[config.mk]
export PLATFORM = sky130hd
export DESIGN_NAME = serial_add_unit
export DESIGN_NICKNAME = d
export VERILOG_FILES = /design/src/rtl/serial_add_pkg.sv /design/src/rtl/adder.sv /design/src/rtl/serial_add_unit.sv
export SDC_FILE = /design/constraint.sdc
export NUM_CORES = 1
export LEC_CHECK = 0
export ABC_AREA = 1
export CORE_MARGIN = 2
export CORE_UTILIZATION = 40
export DETAILED_ROUTE_END_ITERATION = 12
export GPL_TIMING_DRIVEN = 1
export PLACE_DENSITY = 0.64
export RECOVER_POWER = 50
export REMOVE_ABC_BUFFERS = 1
export SLEW_MARGIN = 20
export SYNTH_ARGS = -nofsm -noshare
export SYNTH_HDL_FRONTEND = slang
export SYNTH_HIERARCHICAL = 1
export SYNTH_SLANG_ARGS = --single-unit
export TNS_END_PERCENT = 1
[constraint.sdc]
create_clock -name clk -period 1.9 [get_ports clk]
set_clock_uncertainty 0.15 [all_clocks]
set_input_delay 0.38 -clock clk [delete_from_list [all_inputs] [get_ports clk]]
set_output_delay 0.38 -clock clk [all_outputs]
set_load 0.02 [all_outputs]
[src/rtl/serial_add_pkg.sv]
// Shared types for the bit-serial adder: controller state encoding.
package serial_add_pkg;

    typedef enum logic [1:0] {
        IDLE  = 2'd0,
        SHIFT = 2'd1,
        DONE  = 2'd2
    } state_t;

endpackage

[src/rtl/adder.sv]
// 1-bit full adder: c = a ^ b ^ carry_in, carry_out = majority(a, b, carry_in).
module adder (
    input  logic a,
    input  logic b,
    input  logic carry_in,
    output logic c,
    output logic carry_out
);

    assign c         = a ^ b ^ carry_in;
    assign carry_out = (a & b) | (carry_in & (a ^ b));

endmodule

[src/rtl/serial_add_unit.sv]
// Bit-serial unsigned adder, one bit pair per cycle LSB first, valid/ready on both sides.
// Optional SERIAL_ADD_OVF_EN adds a two's-complement overflow output.
module serial_add_unit
    import serial_add_pkg::*;
#(
    parameter int WIDTH = 8
) (
    input  logic             clk,
    input  logic             rst,
    input  logic             in_valid,
    output logic             in_ready,
    input  logic [WIDTH-1:0] a,
    input  logic [WIDTH-1:0] b,
    input  logic             carry_in,
    output logic             out_valid,
    input  logic             out_ready,
    output logic [WIDTH-1:0] sum,
    output logic             carry_out
`ifdef SERIAL_ADD_OVF_EN
    ,
    output logic             overflow
`endif
);

    localparam int CNT_W = $clog2(WIDTH);

    state_t             state_reg;
    state_t             state_next;
    logic [WIDTH-1:0]   a_reg;
    logic [WIDTH-1:0]   b_reg;
    logic [WIDTH-1:0]   acc_reg;
    logic               carry_reg;
    logic [CNT_W-1:0]   cnt_reg;
    logic [WIDTH-1:0]   sum_reg;
    logic               carry_out_reg;
    logic               in_ready_reg;
    logic               out_valid_reg;
    logic               last_bit;
    logic               fa_c;
    logic               fa_carry;

    adder u_adder (
        .a         (a_reg[0]),
        .b         (b_reg[0]),
        .carry_in  (carry_reg),
        .c         (fa_c),
        .carry_out (fa_carry)
    );

    assign last_bit = (cnt_reg == CNT_W'(WIDTH - 1));

    always_comb begin
        state_next = state_reg;
        case (state_reg)
            IDLE:    if (in_valid)  state_next = SHIFT;
            SHIFT:   if (last_bit)  state_next = DONE;
            DONE:    if (out_ready) state_next = IDLE;
            default: state_next = IDLE;
        endcase
    end

    // Handshake flags are registered from the next state so outputs come straight from flops.
    always_ff @(posedge clk or posedge rst) begin
        if (rst) begin
            state_reg     <= IDLE;
            in_ready_reg  <= 1'b1;
            out_valid_reg <= 1'b0;
            a_reg         <= '0;
            b_reg         <= '0;
            acc_reg       <= '0;
            carry_reg     <= 1'b0;
            cnt_reg       <= '0;
            sum_reg       <= '0;
            carry_out_reg <= 1'b0;
        end else begin
            state_reg     <= state_next;
            in_ready_reg  <= (state_next == IDLE);
            out_valid_reg <= (state_next == DONE);
            case (state_reg)
                IDLE: begin
                    if (in_valid) begin
                        a_reg     <= a;
                        b_reg     <= b;
                        carry_reg <= carry_in;
                        cnt_reg   <= '0;
                    end
                end
                SHIFT: begin
                    a_reg     <= a_reg >> 1;
                    b_reg     <= b_reg >> 1;
                    carry_reg <= fa_carry;
                    acc_reg   <= {fa_c, acc_reg[WIDTH-1:1]};
                    cnt_reg   <= cnt_reg + CNT_W'(1);
                    // Result lands in the output register only on the final bit, so sum stays put elsewhere.
                    if (last_bit) begin
                        sum_reg       <= {fa_c, acc_reg[WIDTH-1:1]};
                        carry_out_reg <= fa_carry;
                    end
                end
                default: ;
            endcase
        end
    end

    assign in_ready  = in_ready_reg;
    assign out_valid = out_valid_reg;
    assign sum       = sum_reg;
    assign carry_out = carry_out_reg;

`ifdef SERIAL_ADD_OVF_EN
    logic overflow_reg;

    // carry_reg holds the carry into the MSB while the last bit is being added.
    always_ff @(posedge clk or posedge rst) begin
        if (rst) begin
            overflow_reg <= 1'b0;
        end else if (state_reg == SHIFT && last_bit) begin
            overflow_reg <= carry_reg ^ fa_carry;
        end
    end

    assign overflow = overflow_reg;
`endif

endmodule
==> results.yml <==
run_status:
  status: "complete, no violations"
layout:
  fin_util: 0.501
  drive_above_1_share: 0.0906
  antenna_cells: 0
  final_area_um2: 2340
  fin_nets: 288
  syn_to_final_growth_pct: 22.7
setup_path:
  end_kind: "output port"
  critPathKind: "register to output port"
  critical_path_buf_inv_count: 1
  required_ns: 1.37
  cp_cell_sequence: "clkdlybuf4s50_1"
  r2r-start: "state_reg[0]$_DFF_PP0_"
  rrSetupSlack_ns: 0.18
  crit_start: "carry_out$_DFFE_PP0P_"
  worst_path_max_delay_cell: "clkdlybuf4s50_1"
  max_stage_delay_ns: 0.61
  critical-path-top-delay-family: "buffers and inverters"
  arrival_ns: 1.24
  cp_max_fo: 2
  cp-start-kind: "register"
timing:
  post-route-min-period_ns: 1.77
  setup_viol: 0
  finalHoldViolCount: 0
  slew_headroom: 0.347
  max_freq_mhz: 564
  fin_crit_sh: 0.933
  worstMarginPinSlew_ns: 0.979
  rsz0062_at_grt: "false"
  final.setup.tns_ns: 0
  fin_ws_ns: 0.127
  slew_viol_final: 0
clocking:
  cts_tree: "built"
  cts_max_level: 2
  cts-root-buf: "clkbuf_8"
  cts_buffers: 5
  clk_pin_slew_worst_paths_ns: 0.07
  cts_hold_buf: 0
  clock-sinks: 40
  clockBufferDepth: 2
  clock_latency_ns: 0.29
detailed_routing:
  drtIter0Drc: 36
  post_drt_via_cell_ratio: 4.60
  drc: 0
  first_pass_iters: 2
  ant_nets: 0
  vias: 1467
  drt_wl_total_mm: 3.37
  wl_per_cell_um: 10.6
power_and_ir_drop:
  p_switching_mw: 1.42
  seqPwrFrac: 0.393
  power_frac_comb: 0.426
  p_int_mw: 2.28
  p_per_area_nw_per_um2: 1580
  p_sw_frac: 0.383
  pwr-share-clk: 0.182
  vdd_ir_drop_max_uv: 470
  p_leak_nw: 1.25
yosys:
  synthCells: 231
  yosysTopAreaCell: "dfrtp_1"
  synth.distinct_cells: 16
  yosysMostFrequentCell: "nand2_1"
  synth-seq-area-share: 0.526
  ys_ff_latch: 40
  synth_top_area_share: 0.512
  yosysWarnings: 6
  synthFlopType: "dfrtp_1"
  synth_area_um2: 1900
  synth_edf_count: 0
  async_flop_share: 1.00
  netlist_top_cells_area: "dfrtp_1 (51%), nand2_1 (16%), nand3_1 (8.7%), inv_1 (7.7%), o21ai_2 (3.2%)"
  avgSynthCellArea_um2: 8.24
  synth_commonest_cells: "nand2_1 (80), dfrtp_1 (39), inv_1 (39)"
floorplanning:
  rows: 25
  core_um2: 4660
  die_y_um: 73
  ios: 32
  dieArea_um2: 5330
  start_util: 0.409
  die_w_um: 73
place:
  postPlaceCellArea_um2: 2250
  dp_hpwl_mm: 2.36
  pre_cts_slack_ns: 0.228
  routabilityCongestion: 0.774
  portBuffers: 31
global_route:
  grt_util_all_layers: 0.150
  grt_pass1_vias: 1417
  antenna_found_initial: 0
  grt_pass1_wl_mm: 6.20
  overflow: 0
  grt_max_degree: 41
worst_hold_path:
  hold_class: "register to register"
  min_from: "sum[0]$_DFFE_PP0P_"
run:
  drv_cap: 0
-- area by class of cell --
| type | count | area [um2] |
|---|---|---|
| clock inverter | 2 | 35.0 |
| tap | 54 | 67.6 |
| timing repair buffer | 37 | 344 |
| multi-input combinational | 139 | 662 |
| clock buffer | 6 | 72.6 |
| sequential | 40 | 1000 |
| fill | 476 | 2320 |
| inverter | 41 | 154 |
-- path summary, 6_finish.rpt --
check | cells past startpoint | end
setup reg to reg | 4 | in_ready$_DFF_PP1_
hold reg to reg | 2 | sum[0]$_DFFE_PP0P_
min in group asynchronous | 3 | acc_reg[3]$_DFFE_PP0P_
setup / recovery | 1 | carry_out
hold / removal | 2 | sum[0]$_DFFE_PP0P_
max in group asynchronous | 3 | b_reg[6]$_DFFE_PP0P_
-- stage by stage --
step           std cells  total power, mW  hold WS, ns
2_1_floorplan        220             2.53        0.296
3_3_place_gp         311             3.05        0.305
3_5_place_dp         311             3.10        0.312
4_1_cts              319             3.78        0.296
5_1_grt              319             4.07        0.345
6_report             319             3.70        0.325
-- cells by family (layout without fill, tap and decap cells) --
| family | after synthesis | count (layout) | synth area share |
|---|---|---|---|
| AOI/OAI and AO/OA | 17 | 17 | 0.0585 |
| adders and majority gates | 3 | 3 | 0.0237 |
| buffers and inverters | 52 | 86 | 0.126 |
| DFF | 40 | 40 | 0.526 |
| and+or+nand+nor | 119 | 119 | 0.265 |
-- layer usage --
layer  vias to the layer above  track usage  routed length (um)
met2                        30        0.240                1530
li1                        762            -                   -
met1                       670        0.193                1660
met3                         5       0.0483                 135
met5                         -            0                   0
met4                         0       0.0432                  39
-- power groups by stage --
stage / Combinational (mW) / Clock, mW / Sequential (mW)
floorplan: 0.972 / 0 / 1.56
global route: 1.84 / 0.727 / 1.50
detailed placement: 1.63 / 0 / 1.47
CTS: 1.63 / 0.693 / 1.46
finish: 1.58 / 0.673 / 1.45
global placement: 1.58 / 0 / 1.46
-- cells in the final DEF, fill, tap and decap left out, drive strengths merged --
master / instances
buf: 3
bufinv: 1
clkbuf: 9
clkdlybuf4s50: 29
clkinv: 1
dfrtp: 39
dfstp: 1
dlygate4sd2: 1
dlygate4sd3: 1
fa: 1
ha: 2
inv: 41
nand2: 83
nand3: 33
nor2: 3
o21ai: 17
-- timing repair --
action | CTS | global route
resized for setup | 1 | 0
endpoints found under the setup margin | 1 | 0
setup buffers | 0 | 0
endpoints found under the hold margin | 0 | 0
(Power assumes the default switching activity.)
